### config.mk
export PLATFORM = sky130hd
export DESIGN_NAME = pipa_incr_sched
export DESIGN_NICKNAME = d
export VERILOG_FILES = /design/src/rtl/agc_pipa_pkg.sv /design/src/rtl/pipa_axis_acc.sv /design/src/rtl/pipa_incr_sched.sv
export SDC_FILE = /design/constraint.sdc
export NUM_CORES = 1
export LEC_CHECK = 0
export CAP_MARGIN = 20
export CORE_ASPECT_RATIO = 0.75
export CORE_MARGIN = 2
export CORE_UTILIZATION = 60
export DETAILED_ROUTE_END_ITERATION = 10
export GPL_ROUTABILITY_DRIVEN = 0
export PLACE_DENSITY = 0.85
export RECOVER_POWER = 25
export SLEW_MARGIN = 10
export SYNTH_ARGS = -nofsm -noshare
export SYNTH_HDL_FRONTEND = slang
export SYNTH_SLANG_ARGS = --single-unit
### constraint.sdc
create_clock -name CLOCK -period 6.31 [get_ports CLOCK]
set_input_delay 1.262 -clock CLOCK [delete_from_list [all_inputs] [get_ports CLOCK]]
set_output_delay 1.262 -clock CLOCK [all_outputs]
set_load 0.05 [all_outputs]
### src/rtl/agc_pipa_pkg.sv
// agc_pipa_pkg: shared axis/state types, PIPA counter addresses and arbitration helpers
package agc_pipa_pkg;
    typedef enum logic [1:0] {AX_X, AX_Y, AX_Z} axis_t;
    typedef enum logic [1:0] {S_IDLE, S_REQ, S_GAP} state_t;
    localparam logic [11:0] ADR_PIPAX = 12'o0037;
    localparam logic [11:0] ADR_PIPAY = 12'o0040;
    localparam logic [11:0] ADR_PIPAZ = 12'o0041;
    function automatic axis_t nxt_axis(input axis_t a);
        return a == AX_X ? AX_Y : a == AX_Y ? AX_Z : AX_X;
    endfunction
    function automatic logic [11:0] axis_adr(input axis_t a);
        return a == AX_X ? ADR_PIPAX : a == AX_Y ? ADR_PIPAY : ADR_PIPAZ;
    endfunction
endpackage

### src/rtl/pipa_axis_acc.sv
// pipa_axis_acc: per-axis signed pending-increment accumulator with saturation and fail detect
module pipa_axis_acc #(
    parameter int PW = 4
) (
    input  logic clk,
    input  logic rst,
    input  logic i_sam,
    input  logic i_p,
    input  logic i_m,
    input  logic i_ack_p,
    input  logic i_ack_m,
    output logic o_pend_nz,
    output logic o_pend_neg,
    output logic o_ovf_evt,
    output logic o_fail_evt
);
    localparam logic signed [PW+1:0] ONE  = 1;
    localparam logic signed [PW+1:0] LIM  = (PW+2)'(2**(PW-1)-1);
    localparam logic signed [PW+1:0] NLIM = -LIM;
    logic signed [PW-1:0] r_pend;
    logic signed [PW+1:0] w_ext, w_net, w_ackt, w_sum;
    logic w_hi, w_lo;
    assign w_ext  = {{2{r_pend[PW-1]}}, r_pend};
    assign w_net  = (i_sam & i_p & ~i_m) ? ONE : (i_sam & i_m & ~i_p) ? -ONE : '0;
    // an acked PINC consumes one positive pending pulse, an acked MINC one negative
    assign w_ackt = i_ack_p ? ONE : i_ack_m ? -ONE : '0;
    assign w_sum  = w_ext + w_net - w_ackt;
    assign w_hi   = w_sum > LIM;
    assign w_lo   = w_sum < NLIM;
    assign o_pend_nz  = r_pend != '0;
    assign o_pend_neg = r_pend[PW-1];
    assign o_ovf_evt  = w_hi | w_lo;
    assign o_fail_evt = i_sam & i_p & i_m;
    always_ff @(posedge clk) begin
        if (rst)
            r_pend <= '0;
        else
            r_pend <= w_hi ? LIM[PW-1:0] : w_lo ? NLIM[PW-1:0] : w_sum[PW-1:0];
    end
endmodule

### src/rtl/pipa_incr_sched.sv
// pipa_incr_sched: round-robin scheduler turning PIPA pulses into PINC/MINC counter requests
import agc_pipa_pkg::*;
module pipa_incr_sched #(
    parameter int PW = 4
) (
    input  logic        CLOCK,
    input  logic        rst,
    input  logic        PIPSAM,
    input  logic        PIPAXp,
    input  logic        PIPAXm,
    input  logic        PIPAYp,
    input  logic        PIPAYm,
    input  logic        PIPAZp,
    input  logic        PIPAZm,
    input  logic        CTRACK,
    input  logic        CLRFLG,
    output logic        CTRREQ,
    output logic [11:0] CTRADR,
    output logic        CTRMINC,
    output logic        PIPOVF,
    output logic [2:0]  PIPFAIL
);
    state_t r_state;
    axis_t  r_axis, r_last, w_c0, w_c1, w_sel;
    logic [2:0] w_p, w_m, w_nz, w_neg, w_ovf, w_fail, w_ack_p, w_ack_m;
    logic w_ack;
    assign w_p     = {PIPAZp, PIPAYp, PIPAXp};
    assign w_m     = {PIPAZm, PIPAYm, PIPAXm};
    assign w_ack   = r_state == S_REQ && CTRACK;
    assign w_ack_p = (w_ack && !CTRMINC) ? 3'b001 << r_axis : 3'b000;
    assign w_ack_m = (w_ack && CTRMINC) ? 3'b001 << r_axis : 3'b000;
    assign w_c0    = nxt_axis(r_last);
    assign w_c1    = nxt_axis(w_c0);
    assign w_sel   = w_nz[w_c0] ? w_c0 : w_nz[w_c1] ? w_c1 : r_last;
    for (genvar i = 0; i < 3; i++) begin : g_ax
        pipa_axis_acc #(.PW(PW)) u_acc (
            .clk        (CLOCK),
            .rst        (rst),
            .i_sam      (PIPSAM),
            .i_p        (w_p[i]),
            .i_m        (w_m[i]),
            .i_ack_p    (w_ack_p[i]),
            .i_ack_m    (w_ack_m[i]),
            .o_pend_nz  (w_nz[i]),
            .o_pend_neg (w_neg[i]),
            .o_ovf_evt  (w_ovf[i]),
            .o_fail_evt (w_fail[i])
        );
    end
    always_ff @(posedge CLOCK) begin
        if (rst) begin
            r_state <= S_IDLE;
            r_axis  <= AX_X;
            r_last  <= AX_Z;
            CTRREQ  <= 1'b0;
            CTRADR  <= '0;
            CTRMINC <= 1'b0;
            PIPOVF  <= 1'b0;
            PIPFAIL <= '0;
        end else begin
            PIPOVF  <= |w_ovf | (PIPOVF & ~CLRFLG);
            PIPFAIL <= w_fail | (PIPFAIL & {3{~CLRFLG}});
            case (r_state)
                S_IDLE: if (|w_nz) begin
                    r_axis  <= w_sel;
                    CTRADR  <= axis_adr(w_sel);
                    CTRMINC <= w_neg[w_sel];
                    CTRREQ  <= 1'b1;
                    r_state <= S_REQ;
                end
                S_REQ: if (CTRACK) begin
                    CTRREQ  <= 1'b0;
                    r_last  <= r_axis;
                    r_state <= S_GAP;
                end
                default: r_state <= S_IDLE;
            endcase
        end
    end
endmodule

== Word-level counts from Yosys, hierarchy flattened ==
Cells that the tools add are included.
Word-level totals
  bits in registers: 36
  input bits: 11
  word-level logic and storage cells: 126
Cells by class
  add/sub/neg operators: 6
  order comparisons: 9
  eq/ne operators: 6
  shifts and indexed selects: 1
  mux-type cells: 40
  bitwise logic cells: 29
  reductions and logical operators: 21
Operator list (count)
  two-way mux 6 bit: 13
  adder 4 x 6 -> 6 bit: 3
  greater-than comparator 6 x 4 -> 1 bit (second input constant): 3
  less-than comparator 6 x 4 -> 1 bit (second input constant): 3
  subtractor 6 bit: 3
  AND 1 bit: 16
  two-way mux 2 bit: 8
  two-way mux 3 bit: 5
  two-way mux 4 bit: 3
  nonzero test 4 bit: 3
  less-than comparator 2 x 3 -> 1 bit (second input constant): 3
  == test 2 x 1 -> 1 bit (second input constant): 4
  logical NOT 2 bit: 4
  inverter 1 bit: 7
  binary-select mux 1 bit (select 2 bit): 3
  two-way mux 1 bit: 6
  AND reduction 2 bit: 3
  OR reduction 2 bit: 3
  OR reduction 3 bit: 2
  inequality test 2 bit (second input constant): 2
  OR 1 bit: 4
  case mux 2 bit (2 select lines): 1
  AND 3 bit: 1
  logical AND 1 bit: 3
  other kinds (6): 6

== Longest topological paths before layout ==
  word-level depth: 13
  mapped depth: 14

== Cells and area by module ==
A second synthesis with hierarchy kept.
Unflattened totals
  cell total of the unflattened synthesis: 276
  area, all modules: 2322.2 um2
By module, submodules not included
  pipa_axis_acc at g_ax[0].u_acc ...: instances 2, cells an instance 60, area an instance 510.5 um2, seq. area each 80.1 um2
  pipa_incr_sched: instances 1, cells an instance 95, area an instance 779.5 um2, seq. area each 300.3 um2
  pipa_axis_acc at g_ax[1].u_acc: instances 1, cells an instance 61, area an instance 521.8 um2, seq. area each 80.1 um2

== Least setup slack after synthesis ==
No wires, ideal clock.
  path kind: input to register
  from: in CTRACK
  to: reg PIPOVF
  library setup time: 0.124 ns
  arrival: 3.909 ns
  data required time: 6.186 ns
  setup slack: 2.277 ns
  stages: 13
  buffers on the path: 0
  path through: nand3b_1 nor2_1 and2_1 nand2_1 inv_1 fa_1 fa_1 nand2b_1 a21boi_0 o21ai_0 a2111oi_0 a211o_1 a31oi_1
Between the ends
  cells in the longest elaborated chain, start to end: 10
Ends and longest elaborated chain
  start, declared: line pipa_incr_sched.sv:15  | input logic CTRACK,
  logical AND 1 bit *: line pipa_incr_sched.sv:29  | assign w_ack = r_state == S_REQ && CTRACK;
  logical AND 1 bit: line pipa_incr_sched.sv:31  | assign w_ack_m = (w_ack && CTRMINC) ? 3'b001 << r_axis : 3'b000;
  two-way mux 3 bit: line pipa_incr_sched.sv:31
  two-way mux 6 bit (2 in series): line pipa_axis_acc.sv:26  | assign w_ackt = i_ack_p ? ONE : i_ack_m ? -ONE : '0;
  subtractor 6 bit: line pipa_axis_acc.sv:27  | assign w_sum = w_ext + w_net - w_ackt;
  greater-than comparator 6 x 4 -> 1 bit / less-than comparator 6 x 4 -> 1 bit (equally long branches): line pipa_axis_acc.sv:28, pipa_axis_acc.sv:29
  OR 1 bit: line pipa_axis_acc.sv:32  | assign o_ovf_evt = w_hi | w_lo;
  OR reduction 3 bit *: line pipa_incr_sched.sv:61  | PIPOVF <= |w_ovf | (PIPOVF & ~CLRFLG);
  OR 1 bit *: line pipa_incr_sched.sv:61
  end signal, assigned: line pipa_incr_sched.sv:61
  end, declared: line pipa_incr_sched.sv:20  | output logic PIPOVF,
Mark *: on every way between the ends. The rest lies on a longest branch, timed or not.
A chain may end at the register's enable or synchronous reset.

== Final worst setup path ==
Same ends and word-level chain as after synthesis.

==> metrics <==
Pwr Total about 1.5 mW; Cell Area, Synth about 2400 um2; syn avg cell area approximately 7.9 um2; DRT iter0 DRCs 153; final slew viol count 0; layout cell share with drive strength beyond 1 4.389%; Worst-Margin Slew about 0.99 ns; H-tree levels 1; Yosys Warn Count 0; simple-gate portion of the synthesized area a little under a quarter; post-route antenna net violation count 0; multiplexer share of the synthesized area less than 1%; hpwl dp about 3900 um; clk buf depth 2; leading area contributor after synthesis dfxtp_1; post-synthesis async set-or-reset flop share 0%; Hold Path Stages 2; Cell Int Power between 0.7 and 0.8 mW; post-synth top area share 22.42%; Seq pwr share a little under a fifth; largest family of logic cells by synthesized area simple AND/OR/NAND/NOR gates; GRT Util Overall 23.28%; largest net degree at the start of global routing 28; CP Launch Type input pin; worst r2r path cells 12; Synth Area in XOR/XNOR 4.359%; peak fanout along the critical path 7; fin crit period 4.624 ns; power density over the cells ~570 nW/um2; clk root buf clkbuf_8; Max Fclk approximately 220 MHz; most numerous cell in the Yosys netlist inv_1; clock skew approximately 0.0084 ns; Worst EP required between 6 and 7 ns; switching power total a little under 0.8 mW; Port Buffer Count 22; Post-Route WL between 5000 and 6000 um; reg-to-reg slack, setup ~2.7 ns; DR vias 2070; Final Cycle Share about three quarters; I/O pin total 29; antenna diode count 0; P_leak around 1.1 nW; Cell variety after synth between 50 and 60; hold buffers post-CTS 0; Via-to-Cell Ratio about 5.6; slew margin rel. about a third; cts bufs inserted 3; Synth Area in Compound Gates around a fifth; most frequent cell on the critical path fa_1; switching share of total power approximately 52%; status completed; TritonRoute pass-1 iters 5; initial core utilization between 60 and 70%; Comb power frac around 75%; Post-Synth Adder-Cell Area approximately a fifth; Remaining Overflow, GRT 0; routed len/inst around 14 um; core region area ~3800 um2; clock-pin transition on the worst setup and hold timing paths about 0.10 ns; crit path max-delay cell type fa_1; Post-CTS Setup Inserts 0; die width between 70 and 80 um; Clock Latency Late Sink roughly 0.28 ns; number of synthesized flops with an enable pin 0; hold crit path type reg -> reg; initial antenna violation count 0; unrepaired setup endpoints after global routing false; first-pass GRT wire length 8459 um; max-cap violations 0; number of global-route vias before repair about 1900; Post-synth top cells inv_1, nor2_1, dfxtp_1, a21oi_1, nand2_1; Seq/Total Area, Yosys around 22%; Fillers 319; site row count 19; prevailing post-synth register cell dfxtp_1; Final Hold Fails 0; CP Cell Sequence clkdlybuf4s50_1 > nand3b_1 > nor3b_1 > nand2_1 > inv_1 > fa_1 > fa_1 > nand2b_1 > a21oi_1 > xnor2_1 > o2111ai_1 > a22oi_1 > a31oi_1; synth top area cells dfxtp_1, fa_1, ha_1; post-route DRC violation count 0; Worst VDD drop between 0.4 and 0.5 mV; # clock sinks 27; nets@finish 361; post-synthesis cell count about 300; CTS tree built; slowest stage delay, CP roughly 0.5 ns; P&R area growth vs syn 9.600%; Die ar. between 4000 and 5000 um2; die height 58.90 um; kind of critical path in -> reg; Setup Total Neg Slack 0 ns; Layout Utilization between 70% and 80%; clock network fraction of design power approximately 6.8%; WP data arrival roughly 4.7 ns; crit path capture type register; final setup fails 0; PostCTS Resize Cnt 0; Yosys reg bits 27
## metal layers
metal | routed length (um) | vias up | global-route usage, %
li1 | - | 1051 | -
met1 | 2465 | 953 | 32.08
met2 | 2272 | 64 | 40.00
met3 | 289 | 2 | 4.294
met4 | 14 | 0 | 2.551
met5 | 0 | - | 0
## cells by family after synthesis
logic type,after synthesis
AND/OR/NAND/NOR,106
AO/OA/AOI/OAI,76
buffers and inverters,51
adder cells (fa/ha/maj),30
flip-flops,27
XOR/XNOR,12
other,1
multiplexers,1
## power groups by stage
stage	Combinational [mW]	Clock [mW]	Sequential [mW]
final	1.13	0.102	0.279
after global routing	1.26	0.112	0.286
after CTS	1.11	0.103	0.279
after detailed placement	1.10	0	0.282
after global placement	1.09	0	0.279
after floorplan	0.869	0	0.305
## placed cells by master, fill, tap and decap left out, drive strengths merged, types with 2 or more instances in the layout
cell / instances
a2111oi: 2
a211o: 3
a211oi: 3
a21oi: 26
a31oi: 3
a32oi: 5
and2: 6
and3: 2
clkbuf: 3
clkdlybuf4s50: 21
conb: 6
dfxtp: 27
fa: 12
ha: 18
inv: 35
nand2: 21
nand2b: 8
nand3: 5
nand3b: 3
nor2: 35
nor2b: 5
nor3: 7
nor3b: 3
nor4: 3
o211ai: 2
o21ai: 21
o31ai: 2
or2: 4
xnor2: 8
xor2: 4
## final cells by class
cell class | instances | area [um2] | share of cell area (%)
sequential | 27 | 540.5 | 20.45
clock buffer | 3 | 41.29 | 1.563
clock inverter | 1 | 7.507 | 0.2841
tap | 52 | 65.06 | 2.462
inverter | 35 | 131.4 | 4.972
multi-input combinational | 231 | 1637 | 61.93
timing repair buffer | 22 | 220.2 | 8.333
## registers in the layout, summed over array words and instances, names as in the netlist
name,flops
CTRREQ,1
g_ax.u_acc.r_pend,12
r_state,2
r_axis,2
r_last,2
PIPFAIL,3
CTRMINC,1
PIPOVF,1
CTRADR,3
## through the flow
| step | hold WS, ns | instance area (um2) | worst slack [ns] | cells |
|---|---|---|---|---|
| global route | 0.4909 | 2643 | 1.420 | 371 |
| detailed placement | 0.4509 | 2594 | 1.441 | 367 |
| floorplan | 0.4961 | 2430 | 2.277 | 309 |
| global placement | 0.4387 | 2594 | 1.478 | 367 |
| finish | 0.4659 | 2643 | 1.687 | 371 |
| CTS | 0.4670 | 2643 | 1.718 | 371 |
## critical path: cells and delay by family
family	cells	cell delay, ns
fa+ha+maj	2	0.97
simple gates	4	0.96
compound gates	4	0.75
buf+inv	2	0.58
xor+xnor	1	0.20
## worst paths after layout
path	from	to
max	CTRACK	PIPOVF
min	CTRREQ	CTRREQ
max reg2reg	r_state[1]	PIPOVF
min reg2reg	CTRREQ	CTRREQ
(Power assumes the default switching activity.)
